File: src/rtl/traffic_pkg.sv
// Shared definitions for the intersection phase scheduler: state codes,
// default dwell times, lamp bundle and the state-to-lamp decode.
package traffic_pkg;

  localparam int PS_W = 4;

  localparam logic [PS_W-1:0] S_GA    = 4'd0;
  localparam logic [PS_W-1:0] S_YA    = 4'd1;
  localparam logic [PS_W-1:0] S_CLR_A = 4'd2;
  localparam logic [PS_W-1:0] S_GB    = 4'd3;
  localparam logic [PS_W-1:0] S_YB    = 4'd4;
  localparam logic [PS_W-1:0] S_CLR_B = 4'd5;
  localparam logic [PS_W-1:0] S_WALK  = 4'd6;
  localparam logic [PS_W-1:0] S_CLR_W = 4'd7;

  localparam int T_MIN_GREEN_DEF = 6;
  localparam int T_MAX_GREEN_DEF = 12;
  localparam int T_YELLOW_DEF    = 2;
  localparam int T_ALLRED_DEF    = 1;
  localparam int T_WALK_DEF      = 4;
  localparam int CNT_W_DEF       = 4;

  typedef enum logic {STREET_A, STREET_B} street_t;

  typedef struct packed {
    logic ga;
    logic ya;
    logic ra;
    logic gb;
    logic yb;
    logic rb;
    logic walk;
  } lamps_t;

  function automatic lamps_t decode_lamps(input logic [PS_W-1:0] ps);
    lamps_t l;
    l = '0;
    case (ps)
      S_GA:    begin l.ga = 1'b1; l.rb = 1'b1; end
      S_YA:    begin l.ya = 1'b1; l.rb = 1'b1; end
      S_GB:    begin l.ra = 1'b1; l.gb = 1'b1; end
      S_YB:    begin l.ra = 1'b1; l.yb = 1'b1; end
      S_WALK:  begin l.ra = 1'b1; l.rb = 1'b1; l.walk = 1'b1; end
      // clearance states and illegal codes both show all-red
      default: begin l.ra = 1'b1; l.rb = 1'b1; end
    endcase
    return l;
  endfunction

endpackage

File: src/rtl/traffic_sched_if.sv
// Sensor/request inputs, lamp outputs and present-state bus of the scheduler.
interface traffic_sched_if;
  import traffic_pkg::*;

  logic            Sa;
  logic            Sb;
  logic            Pr;
  logic            Ga;
  logic            Ya;
  logic            Ra;
  logic            Gb;
  logic            Yb;
  logic            Rb;
  logic            Walk;
  logic [PS_W-1:0] PS;

  modport master (output Sa, Sb, Pr, input Ga, Ya, Ra, Gb, Yb, Rb, Walk, PS);
  modport slave  (input Sa, Sb, Pr, output Ga, Ya, Ra, Gb, Yb, Rb, Walk, PS);

endinterface

File: src/rtl/traffic_sched_phase_timer.sv
// Phase dwell timer: saturating up-counter with synchronous clear.
module phase_timer #(
  parameter int CNT_W = 4
) (
  input  logic             clk,
  input  logic             reset,
  input  logic             clr,
  output logic [CNT_W-1:0] t
);

  always_ff @(posedge clk) begin
    if (reset || clr) t <= '0;
    else if (t != '1) t <= t + CNT_W'(1);
  end

endmodule

File: src/rtl/traffic_sched.sv
// Two-street phase scheduler with optional pedestrian walk phase.
// Walk phase is built only when TRAFFIC_PED_WALK_EN is defined.
module traffic_sched
  import traffic_pkg::*;
#(
  parameter int T_MIN_GREEN = T_MIN_GREEN_DEF,
  parameter int T_MAX_GREEN = T_MAX_GREEN_DEF,
  parameter int T_YELLOW    = T_YELLOW_DEF,
  parameter int T_ALLRED    = T_ALLRED_DEF,
  parameter int T_WALK      = T_WALK_DEF,
  parameter int CNT_W       = CNT_W_DEF
) (
  input  logic           clk,
  input  logic           reset,
  traffic_sched_if.slave bus
);

  // state   | meaning
  // GA      | street A green, B red
  // YA      | street A yellow
  // CLR_A   | all-red after A
  // GB      | street B green, A red
  // YB      | street B yellow
  // CLR_B   | all-red after B
  // WALK    | all-red, walk lamp on
  // CLR_W   | all-red after walk

`ifdef TRAFFIC_PED_WALK_EN
  localparam logic PED_EN = 1'b1;
`else
  localparam logic PED_EN = 1'b0;
`endif

  localparam logic [CNT_W-1:0] TC_MIN  = CNT_W'(T_MIN_GREEN - 1);
  localparam logic [CNT_W-1:0] TC_MAX  = CNT_W'(T_MAX_GREEN - 1);
  localparam logic [CNT_W-1:0] TC_Y    = CNT_W'(T_YELLOW - 1);
  localparam logic [CNT_W-1:0] TC_AR   = CNT_W'(T_ALLRED - 1);
  localparam logic [CNT_W-1:0] TC_WALK = CNT_W'(T_WALK - 1);

  logic [PS_W-1:0]  state;
  logic [PS_W-1:0]  state_next;
  logic [CNT_W-1:0] t;
  logic             ped_pend;
  logic             demand_a;
  logic             demand_b;
  street_t          last_green;
  lamps_t           lamps;

  phase_timer #(.CNT_W(CNT_W)) u_timer (
    .clk   (clk),
    .reset (reset),
    .clr   (state_next != state),
    .t     (t)
  );

  assign demand_a = bus.Sa | ped_pend;
  assign demand_b = bus.Sb | ped_pend;

  always_comb begin
    state_next = state;
    case (state)
      S_GA:
        if (demand_b && ((t >= TC_MIN && !bus.Sa) || t >= TC_MAX)) state_next = S_YA;
      S_YA:
        if (t == TC_Y) state_next = S_CLR_A;
      S_CLR_A:
        if (t == TC_AR) state_next = ped_pend ? S_WALK : S_GB;
      S_GB:
        if (demand_a && ((t >= TC_MIN && !bus.Sb) || t >= TC_MAX)) state_next = S_YB;
      S_YB:
        if (t == TC_Y) state_next = S_CLR_B;
      S_CLR_B:
        if (t == TC_AR) state_next = ped_pend ? S_WALK : S_GA;
      S_WALK:
        if (!PED_EN) state_next = S_GA;
        else if (t == TC_WALK) state_next = S_CLR_W;
      S_CLR_W:
        if (!PED_EN) state_next = S_GA;
        else if (t == TC_AR) begin
          if (last_green == STREET_A) state_next = bus.Sb ? S_GB : S_GA;
          else                        state_next = bus.Sa ? S_GA : S_GB;
        end
      default:
        state_next = S_GA;
    endcase
  end

  always_ff @(posedge clk) begin
    if (reset) state <= S_GA;
    else       state <= state_next;
  end

  always_ff @(posedge clk) begin
    if (reset)                                      last_green <= STREET_A;
    else if (state_next == S_GA && state != S_GA)   last_green <= STREET_A;
    else if (state_next == S_GB && state != S_GB)   last_green <= STREET_B;
  end

`ifdef TRAFFIC_PED_WALK_EN
  // entry into WALK serves the request; Pr during WALK is not re-latched
  always_ff @(posedge clk) begin
    if (reset)                                          ped_pend <= 1'b0;
    else if (state_next == S_WALK && state != S_WALK)   ped_pend <= 1'b0;
    else if (bus.Pr && state != S_WALK)                 ped_pend <= 1'b1;
  end
`else
  logic unused_pr;
  assign unused_pr = bus.Pr;
  assign ped_pend  = 1'b0;
`endif

  always_comb lamps = decode_lamps(state);

  assign bus.Ga   = lamps.ga;
  assign bus.Ya   = lamps.ya;
  assign bus.Ra   = lamps.ra;
  assign bus.Gb   = lamps.gb;
  assign bus.Yb   = lamps.yb;
  assign bus.Rb   = lamps.rb;
  assign bus.Walk = lamps.walk & PED_EN;
  assign bus.PS   = state;

endmodule

File: src/flat_wrapper.sv
// flat-port wrapper written by rule: the top's interface ports become plain ports
module traffic_sched_flat import traffic_pkg::*;
#(
  parameter int T_MIN_GREEN = T_MIN_GREEN_DEF,
  parameter int T_MAX_GREEN = T_MAX_GREEN_DEF,
  parameter int T_YELLOW    = T_YELLOW_DEF,
  parameter int T_ALLRED    = T_ALLRED_DEF,
  parameter int T_WALK      = T_WALK_DEF,
  parameter int CNT_W       = CNT_W_DEF
)
  (clk, reset, bus_Sa, bus_Sb, bus_Pr, bus_Ga, bus_Ya, bus_Ra, bus_Gb, bus_Yb, bus_Rb, bus_Walk, bus_PS);
  traffic_sched_if bus_i ();
  input  logic clk;
  input  logic reset;
  input wire logic [$bits(bus_i.Sa)-1:0] bus_Sa;
  input wire logic [$bits(bus_i.Sb)-1:0] bus_Sb;
  input wire logic [$bits(bus_i.Pr)-1:0] bus_Pr;
  output wire logic [$bits(bus_i.Ga)-1:0] bus_Ga;
  output wire logic [$bits(bus_i.Ya)-1:0] bus_Ya;
  output wire logic [$bits(bus_i.Ra)-1:0] bus_Ra;
  output wire logic [$bits(bus_i.Gb)-1:0] bus_Gb;
  output wire logic [$bits(bus_i.Yb)-1:0] bus_Yb;
  output wire logic [$bits(bus_i.Rb)-1:0] bus_Rb;
  output wire logic [$bits(bus_i.Walk)-1:0] bus_Walk;
  output wire logic [$bits(bus_i.PS)-1:0] bus_PS;
  assign bus_i.Sa = bus_Sa;
  assign bus_i.Sb = bus_Sb;
  assign bus_i.Pr = bus_Pr;
  assign bus_Ga = bus_i.Ga;
  assign bus_Ya = bus_i.Ya;
  assign bus_Ra = bus_i.Ra;
  assign bus_Gb = bus_i.Gb;
  assign bus_Yb = bus_i.Yb;
  assign bus_Rb = bus_i.Rb;
  assign bus_Walk = bus_i.Walk;
  assign bus_PS = bus_i.PS;
  traffic_sched #(.T_MIN_GREEN(T_MIN_GREEN), .T_MAX_GREEN(T_MAX_GREEN), .T_YELLOW(T_YELLOW), .T_ALLRED(T_ALLRED), .T_WALK(T_WALK), .CNT_W(CNT_W)) u_core (.clk(clk), .reset(reset), .bus(bus_i));
endmodule
File: config.mk
export PLATFORM = sky130hd
export DESIGN_NAME = traffic_sched_flat
export DESIGN_NICKNAME = d
export VERILOG_FILES = /design/src/rtl/traffic_pkg.sv /design/src/rtl/traffic_sched_if.sv /design/src/rtl/traffic_sched_phase_timer.sv /design/src/rtl/traffic_sched.sv /design/src/flat_wrapper.sv
export SDC_FILE = /design/constraint.sdc
export NUM_CORES = 1
export LEC_CHECK = 0
export CORE_UTILIZATION = 40
export DETAILED_ROUTE_END_ITERATION = 8
export PLACE_DENSITY = 0.69
export SLEW_MARGIN = 25
export SYNTH_ARGS = -nofsm -noshare
export SYNTH_HDL_FRONTEND = slang
export SYNTH_SLANG_ARGS = --single-unit
File: constraint.sdc
create_clock -name clk -period 1.5 [get_ports clk]
set_input_delay 0.45 -clock clk [delete_from_list [all_inputs] [get_ports clk]]
set_output_delay 0.45 -clock clk [all_outputs]
set_load 0.02 [all_outputs]
==> impl_metrics.ini, run 1 <==
[status]
status = complete, but fails checks
violations = negative setup slack

[finish]
area_growth_pct = 88.0
antenna_cells = 0
design_area_um2 = 1260
nFillCells = 98
drive_gt1_frac = 0.723
final_common_cell = buf_4
final_cell_mix = 25 x buf_4, 10 x buf_6, 5 x dfxtp_2
fin_nets = 130
fin_util = 0.815

[drt]
post_drt_wl_per_cell_um = 16.6
viasPerCell = 5.57
drt_wl_total_um = 2240
vias = 752
drtIter0Drc = 35
first_pass_iters = 4
route.antenna.remaining_nets = 0
route.detailed.drc = 0

[worst_setup_path]
crit_type = reg2out
crit_path_top_delay_cell = or3_4
end_kind = output port
critPathArrivalTime_ns = 1.26
slowest_delay_ns = 0.41
crit_required_ns = 1.05
crit_fanout = 4
path_cells = or3_4, nor2_4, buf_6
crit_family = simple AND/OR/NAND/NOR gates
crit_buf_inv = 1
critPathLaunchType = flip-flop

[timing]
finClkSkew_ns = 0.00605
setup_ws_ns = -0.207
worst_pin_slew_ns = 0.518
maxSlewHeadroom = 0.652
rsz0062_at_grt = true
setup_violations = 12
hold_violations = 0
fin_crit_ns = 1.71
clock.fmax_mhz = 586
slew_violations = 0
period_share = 1.14

[placed_design]
place_area_um2 = 953
hpwl_um = 1270
dp_slack_ns = -0.393
numPortBuffers = 13
place_congestion = 0.788

[clock_tree]
worstSkewPairLatency_ns = 0.28
cts.sinks = 8
cts_buffers = 3
cts_buffer_depth = 2
cts-root-buf = clkbuf_4
cts_tree = done
ctsHoldBuffers = 0
h-tree-depth = 1
path_clk_slew_ns = 0.06

[logic_synthesis]
yosysWarnings = 0
synthCells = 79
async_reset_ff_frac = 0
netlist-cell-type-count = 39
ys_ff_latch = 8
synth_area_um2 = 668
synth_edf_count = 0
ys.flop_type = dfxtp_1
avgSynthCellArea_um2 = 8.46
ys_seq_area_frac = 0.240

[grt]
grt_overflow = 0
grt_pass1_vias = 714
grt_max_degree = 9
grtUsageTotal = 0.244
antenna_found_initial = 0
grt_pass1_wl_um = 3310

[pwr]
ir_drop_uv = 379
leakage_nw = 0.514
power_density_nw_per_um2 = 434

[die]
die-area_um2 = 1840
start_util = 0.433
rows = 14
ioPinCount = 16
die_w_um = 42.9
die_h_um = 42.9
placeableCoreArea_um2 = 1540

[run]
drv_cap = 0

[worst_hold_path]
hp-class = reg2reg
## tightest hold or removal path: stages, from the launching register on
cell	delay (ns)
dfxtp_2	0.33
buf_6	0.14
nand3b_1	0.09
a21oi_1	0.07
## Yosys cell counts, drive strengths merged (4+ instances only)
master  n  share of area
nor2    9          0.054
dfxtp   8           0.24
nand2   7          0.043
buf     5          0.069
nand3   5          0.037
a21oi   4          0.036
ha      4          0.075
inv     4          0.022
nor4    4          0.037
## cell type report
cell class	instances	area, um2	share of cell area
repair buffers	42	355	0.283
inverters	4	20.0	0.0159
clock buffers	3	22.5	0.0179
flip-flops and latches	8	170	0.135
well taps	16	20.0	0.0159
multi-input cells	62	668	0.532
## registers in the layout, indices dropped and copies added (netlist names)
name / flops
u_core.bus.PS: 4
u_core.u_timer.t: 4
## kinds of logic after synthesis
group,after synthesis,synth area share
other,1,0.00561
adders and majority gates,4,0.0749
AOI/OAI and AO/OA,15,0.187
and+or+nand+nor,37,0.328
muxes,3,0.0524
buffers and inverters,10,0.0992
xor gates and xnor gates,1,0.0131
DFF,8,0.240
## per-layer routing
layer,vias up,track usage,routed length [um]
met5,-,0,0
met4,0,0.113,27
met3,2,0.0383,117
met2,26,0.409,1180
met1,363,0.301,914
li1,361,-,-
## worst paths after layout
| check | from | end | slack (ns) | depth (start not counted) |
|---|---|---|---|---|
| worst max-delay path | u_core.bus.PS[3] | bus_Ga | -0.21 | 3 |
| worst min-delay path | u_core.bus.PS[2] | u_core.bus.PS[2] | 0.66 | 3 |
| worst max register to register | u_core.bus.PS[3] | u_core.u_timer.t[1] | -0.17 | 7 |
| worst min register to register | u_core.bus.PS[2] | u_core.bus.PS[2] | 0.66 | 3 |
## through the flow
| stage | hold WS, ns | cells | total power, mW | setup TNS (ns) |
|---|---|---|---|---|
| floorplan | 0.512 | 80 | 0.273 | -0.790 |
| global placement | 0.580 | 123 | 0.316 | -3.73 |
| detailed placement | 0.590 | 123 | 0.319 | -4.03 |
| CTS | 0.629 | 133 | 0.519 | -1.22 |
| global route | 0.676 | 135 | 0.561 | -2.14 |
| finish | 0.663 | 135 | 0.545 | -1.68 |
## power breakdown
group / switching, mW / internal, mW / total (mW)
clock: 0.0926 / 0.0929 / 0.185
combinational: 0.0660 / 0.0705 / 0.136
sequential: 0.00666 / 0.217 / 0.223
## repair_timing
action                     4_1_cts  5_1_grt
setup endpoints to repair       15       15
pin swaps                       14       10
resized for setup               76       24
setup buffers                    7        2
Power figures use the tool's default switching activity.
==> inputs of run 2 (changes only) <==
--- a/config.mk
+++ b/config.mk
@@ -5,9 +5,10 @@
 export SDC_FILE = /design/constraint.sdc
 export NUM_CORES = 1
 export LEC_CHECK = 0
-export CORE_UTILIZATION = 40
+export CORE_MARGIN = 2
+export CORE_UTILIZATION = 43
 export DETAILED_ROUTE_END_ITERATION = 8
-export PLACE_DENSITY = 0.69
+export PLACE_DENSITY = 0.73
 export SLEW_MARGIN = 25
 export SYNTH_ARGS = -nofsm -noshare
 export SYNTH_HDL_FRONTEND = slang
==> impl_metrics.ini, run 2 (synthesis gave the netlist of run 1 again) <==
[grt]
met3_usage = 0.0417
grtUsageMet1 = 0.315
grt_max_degree = 11
grtUsageTotal = 0.262
grt_pass1_wl_um = 3510
grtUsageMet2 = 0.439
grt_pass1_vias = 749
top_usage_layer = met2
grt_overflow = 0
antenna_found_initial = 0

[pwr]
power_density_nw_per_um2 = 434
ir_drop_uv = 514
leakage_nw = 0.482
power_uw = 509

[timing]
fin_crit_ns = 1.69
hold_slack_ns = 0.625
hold_violations = 0
setup_ws_ns = -0.186
rsz0062_at_grt = true
finClkSkew_ns = 0.00139
fin_setup_tns_ns = -1.49
slew_violations = 0
setup_violations = 11
clock.fmax_mhz = 593
period_share = 1.12

[placed_design]
hpwl_um = 1300
place_congestion = 0.797
numPortBuffers = 13
dp_cells = 124

[clock_tree]
cts_buffer_depth = 2
path_clk_slew_ns = 0.05
cts_buffers = 3
worstSkewPairLatency_ns = 0.25
h-tree-depth = 1
cts-root-buf = clkbuf_4
cts.sinks = 8
cts_tree = done
ctsHoldBuffers = 0

[drt]
route.detailed.drc = 0
post_drt_wl_per_cell_um = 17.7
drt_wl_total_um = 2310
viasPerCell = 5.55
route.antenna.remaining_nets = 0
first_pass_iters = 4
drtIter0Drc = 13
vias = 722

[finish]
final_common_cell = buf_4
nFillCells = 98
fin_util = 0.788
area_growth_pct = 75.7
antenna_cells = 0
final_cell_mix = 22 x buf_4, 6 x buf_6, 5 x buf_2
drive_gt1_frac = 0.702
final_cells = 130
fin_nets = 125

[worst_setup_path]
crit_type = reg2out
crit_fanout = 4
critPathLaunchType = flip-flop
critPathArrivalTime_ns = 1.24
end_kind = output port
crit_required_ns = 1.05

[status]
violations = negative setup slack
status = complete, but fails checks

[run]
drv_cap = 0

[die]
placeableCoreArea_um2 = 1490
die_h_um = 43.4
die_w_um = 43.4
start_util = 0.449
rows = 14
ioPinCount = 16
die-area_um2 = 1890

[worst_hold_path]
hp-class = reg2reg
[run 2: cell count changes in the layout (fill, tap and decap cells not counted), sizes merged]
cell and delta:
buf -4, dlymetal6s2s -1, dlygate4sd2 +1, clkdlybuf4s50 -1
[run 2: path summary, 6_finish.rpt]
kind                            start                  end  slack (ns)  cells after the start
setup / recovery     u_core.bus.PS[3]               bus_Ga       -0.19                      3
setup reg to reg  u_core.u_timer.t[0]  u_core.u_timer.t[0]       -0.16                      7
hold / removal    u_core.u_timer.t[1]  u_core.u_timer.t[1]        0.63                      2
hold reg to reg   u_core.u_timer.t[1]  u_core.u_timer.t[1]        0.63                      2
[run 2: layer usage]
metal | vias up | routed length, um
li1 | 348 | -
met1 | 352 | 921
met2 | 16 | 1280
met3 | 6 | 53
met4 | 0 | 55
met5 | - | 0
[run 2: cell type report]
cell class                      count  area (um2)  area share
Multi-Input combinational cell     62         647       0.551
Timing Repair Buffer               37         289       0.246
Sequential cell                     8         173       0.147
Clock buffer                        3        22.5      0.0192
Inverter                            4        22.5      0.0192
Tap cell                           16        20.0      0.0171
[run 2: power breakdown]
| group | switching [mW] | leakage [nW] | internal [mW] | total (mW) |
|---|---|---|---|---|
| Sequential | 0.00743 | 0.0681 | 0.216 | 0.223 |
| Clock | 0.0677 | 0.0138 | 0.0912 | 0.159 |
| Combinational | 0.0640 | 0.400 | 0.0633 | 0.127 |
| Total | 0.139 | 0.482 | 0.370 | 0.509 |
[run 2: timing repair]
item                       4_1_cts  5_1_grt
hold endpoints to repair         0        0
setup buffers                    5        0
pin swaps                       19       11
setup endpoints to repair       17       16
resized for setup               83       14
[run 2: critical path, stage by stage, from the launching register on]
cell and delay [ns]:
dfxtp_2 0.33, or3_4 0.39, nor2_4 0.13, buf_6 0.13
[run 2: per-stage QoR]
stage | cell area (um2) | worst slack [ns]
2_1_floorplan | 704 | -0.149
3_3_place_gp | 961 | -0.366
3_5_place_dp | 961 | -0.380
4_1_cts | 1150 | -0.169
5_1_grt | 1170 | -0.231
6_report | 1170 | -0.186
==> inputs of run 3 (changes only) <==
--- a/config.mk
+++ b/config.mk
@@ -8,7 +8,9 @@
 export CORE_MARGIN = 2
 export CORE_UTILIZATION = 43
 export DETAILED_ROUTE_END_ITERATION = 8
+export GPL_TIMING_DRIVEN = 0
 export PLACE_DENSITY = 0.73
+export SKIP_LAST_GASP = 1
 export SLEW_MARGIN = 25
 export SYNTH_ARGS = -nofsm -noshare
 export SYNTH_HDL_FRONTEND = slang
==> impl_metrics.ini, run 3 (synthesis gave the netlist of run 1 again) <==
[status]
status = complete, but fails checks
violations = negative setup slack

[clock_tree]
ctsHoldBuffers = 0
cts_buffer_depth = 2
worstSkewPairLatency_ns = 0.25
h-tree-depth = 1
cts-root-buf = clkbuf_4
cts.sinks = 8
cts_tree = done
cts_buffers = 3
path_clk_slew_ns = 0.05

[worst_hold_path]
whs_path_depth = 2
holdPathEnd = u_core.bus.PS[2]
hp-class = in2reg
worstHoldStart = reset

[finish]
final_cell_mix = 11 x buf_4, 8 x buf_6
layout.area.seq_um2 = 173
multi_input_area_um2 = 619
nFillCells = 106
fin_nets = 117
area_growth_pct = 65.5
drive_gt1_frac = 0.604
final_common_cell = buf_4
antenna_cells = 0

[die]
die_w_um = 43.4
die-area_um2 = 1890
rows = 14
ioPinCount = 16
die_h_um = 43.4
placeableCoreArea_um2 = 1490
start_util = 0.449

[worst_setup_path]
r2r_cells = 8
crit_required_ns = 1.05
critPathArrivalTime_ns = 1.29
r2r_slack_ns = -0.18
crit_fanout = 3
critPathLaunchType = flip-flop
r2r-end = u_core.u_timer.t[1]
end_kind = output port
r2r_start = u_core.bus.PS[2]
crit_type = reg2out

[drt]
first_pass_iters = 4
route.detailed.drc = 0
viasPerCell = 5.45
drtIter0Drc = 5
post_drt_wl_per_cell_um = 14.2
route.antenna.remaining_nets = 0
vias = 665
drt_wl_total_um = 1730

[timing]
hold_violations = 0
setup_violations = 11
fin_crit_ns = 1.74
period_share = 1.16
setup_ws_ns = -0.242
fin_setup_tns_ns = -2.06
slew_violations = 0
rsz0062_at_grt = true
clock.fmax_mhz = 574
finClkSkew_ns = 0.00539

[pwr]
power_density_nw_per_um2 = 439
p_int_uw = 358
ir_drop_uv = 398
p_clk_frac = 0.324
p_sw_frac = 0.263
combPwrFrac = 0.214
pwr-share-seq = 0.462
power_uw = 486
leakage_nw = 0.453
power_switching_uw = 128

[grt]
grt_overflow = 0
antenna_found_initial = 0
grt_pass1_vias = 592
grt_pass1_wl_um = 2620
grtUsageTotal = 0.184
grt_max_degree = 11

[placed_design]
dp_slack_ns = -0.545
numPortBuffers = 13
hpwl_um = 1070
place_congestion = 0.804

[run]
drv_cap = 0
run 3: changes by cell type in the layout (fill, tap and decap cells not counted), sizes merged:
cell / before / now
buf: 33 / 21
dlygate4sd2: 3 / 5
dlymetal6s2s: 0 / 2
run 3: repair_timing:
action,CTS,global route
setup endpoints to repair,17,13
pin swaps,9,5
gates resized for setup,51,26
setup buffers,6,5
run 3: per-layer routing:
layer	part of all wire	track usage	up-vias	wire [um]
li1	-	-	334	-
met1	0.47	0.269	322	809
met2	0.51	0.272	7	889
met3	0.010	0.0125	2	18
met4	0.0081	0.0909	0	14
met5	0	0	-	0
run 3: area by class of cell:
class | count | area share
repair buffers | 24 | 0.196
plain buffers | 5 | 0.0362
flip-flops and latches | 8 | 0.156
inverters | 4 | 0.0136
clock buffers | 3 | 0.0204
multi-input cells | 62 | 0.560
well taps | 16 | 0.0181
run 3: stage by stage:
step	utilization	area, um2	hold slack, ns	cells
3_5_place_dp	0.574	855	0.581	109
2_1_floorplan	-	704	0.512	80
3_3_place_gp	0.574	855	0.564	109
4_1_cts	0.645	961	0.527	118
6_report	0.743	1110	0.543	122
5_1_grt	0.743	1110	0.558	122
run 3: critical path, stage by stage, from the launching register on:
cell and delay (ns):
dfxtp_2 0.32, buf_6 0.11, or3_4 0.37, nor2_4 0.12, buf_6 0.12
run 3: worst max-delay path by stage:
| stage | startpoint | endpoint | slack (ns) |
|---|---|---|---|
| 4_1_cts | u_core.bus.PS[1] | bus_Ga | -0.29 |
| 5_1_grt | u_core.bus.PS[2] | bus_Ga | -0.28 |
| 2_1_floorplan | u_core.bus.PS[2] | u_core.u_timer.t[0] | -0.15 |
| 3_3_place_gp | u_core.bus.PS[2] | bus_Ga | -0.54 |
| 3_5_place_dp | u_core.bus.PS[2] | bus_Ga | -0.54 |
| 6_report | u_core.bus.PS[2] | bus_Ga | -0.24 |
run 3: power groups by stage:
stage	combinational [mW]	sequential (mW)	clock, mW
2_1_floorplan	0.0440	0.229	0
3_3_place_gp	0.0698	0.228	0
3_5_place_dp	0.0710	0.229	0
4_1_cts	0.0817	0.225	0.168
5_1_grt	0.111	0.225	0.177
6_report	0.104	0.224	0.157
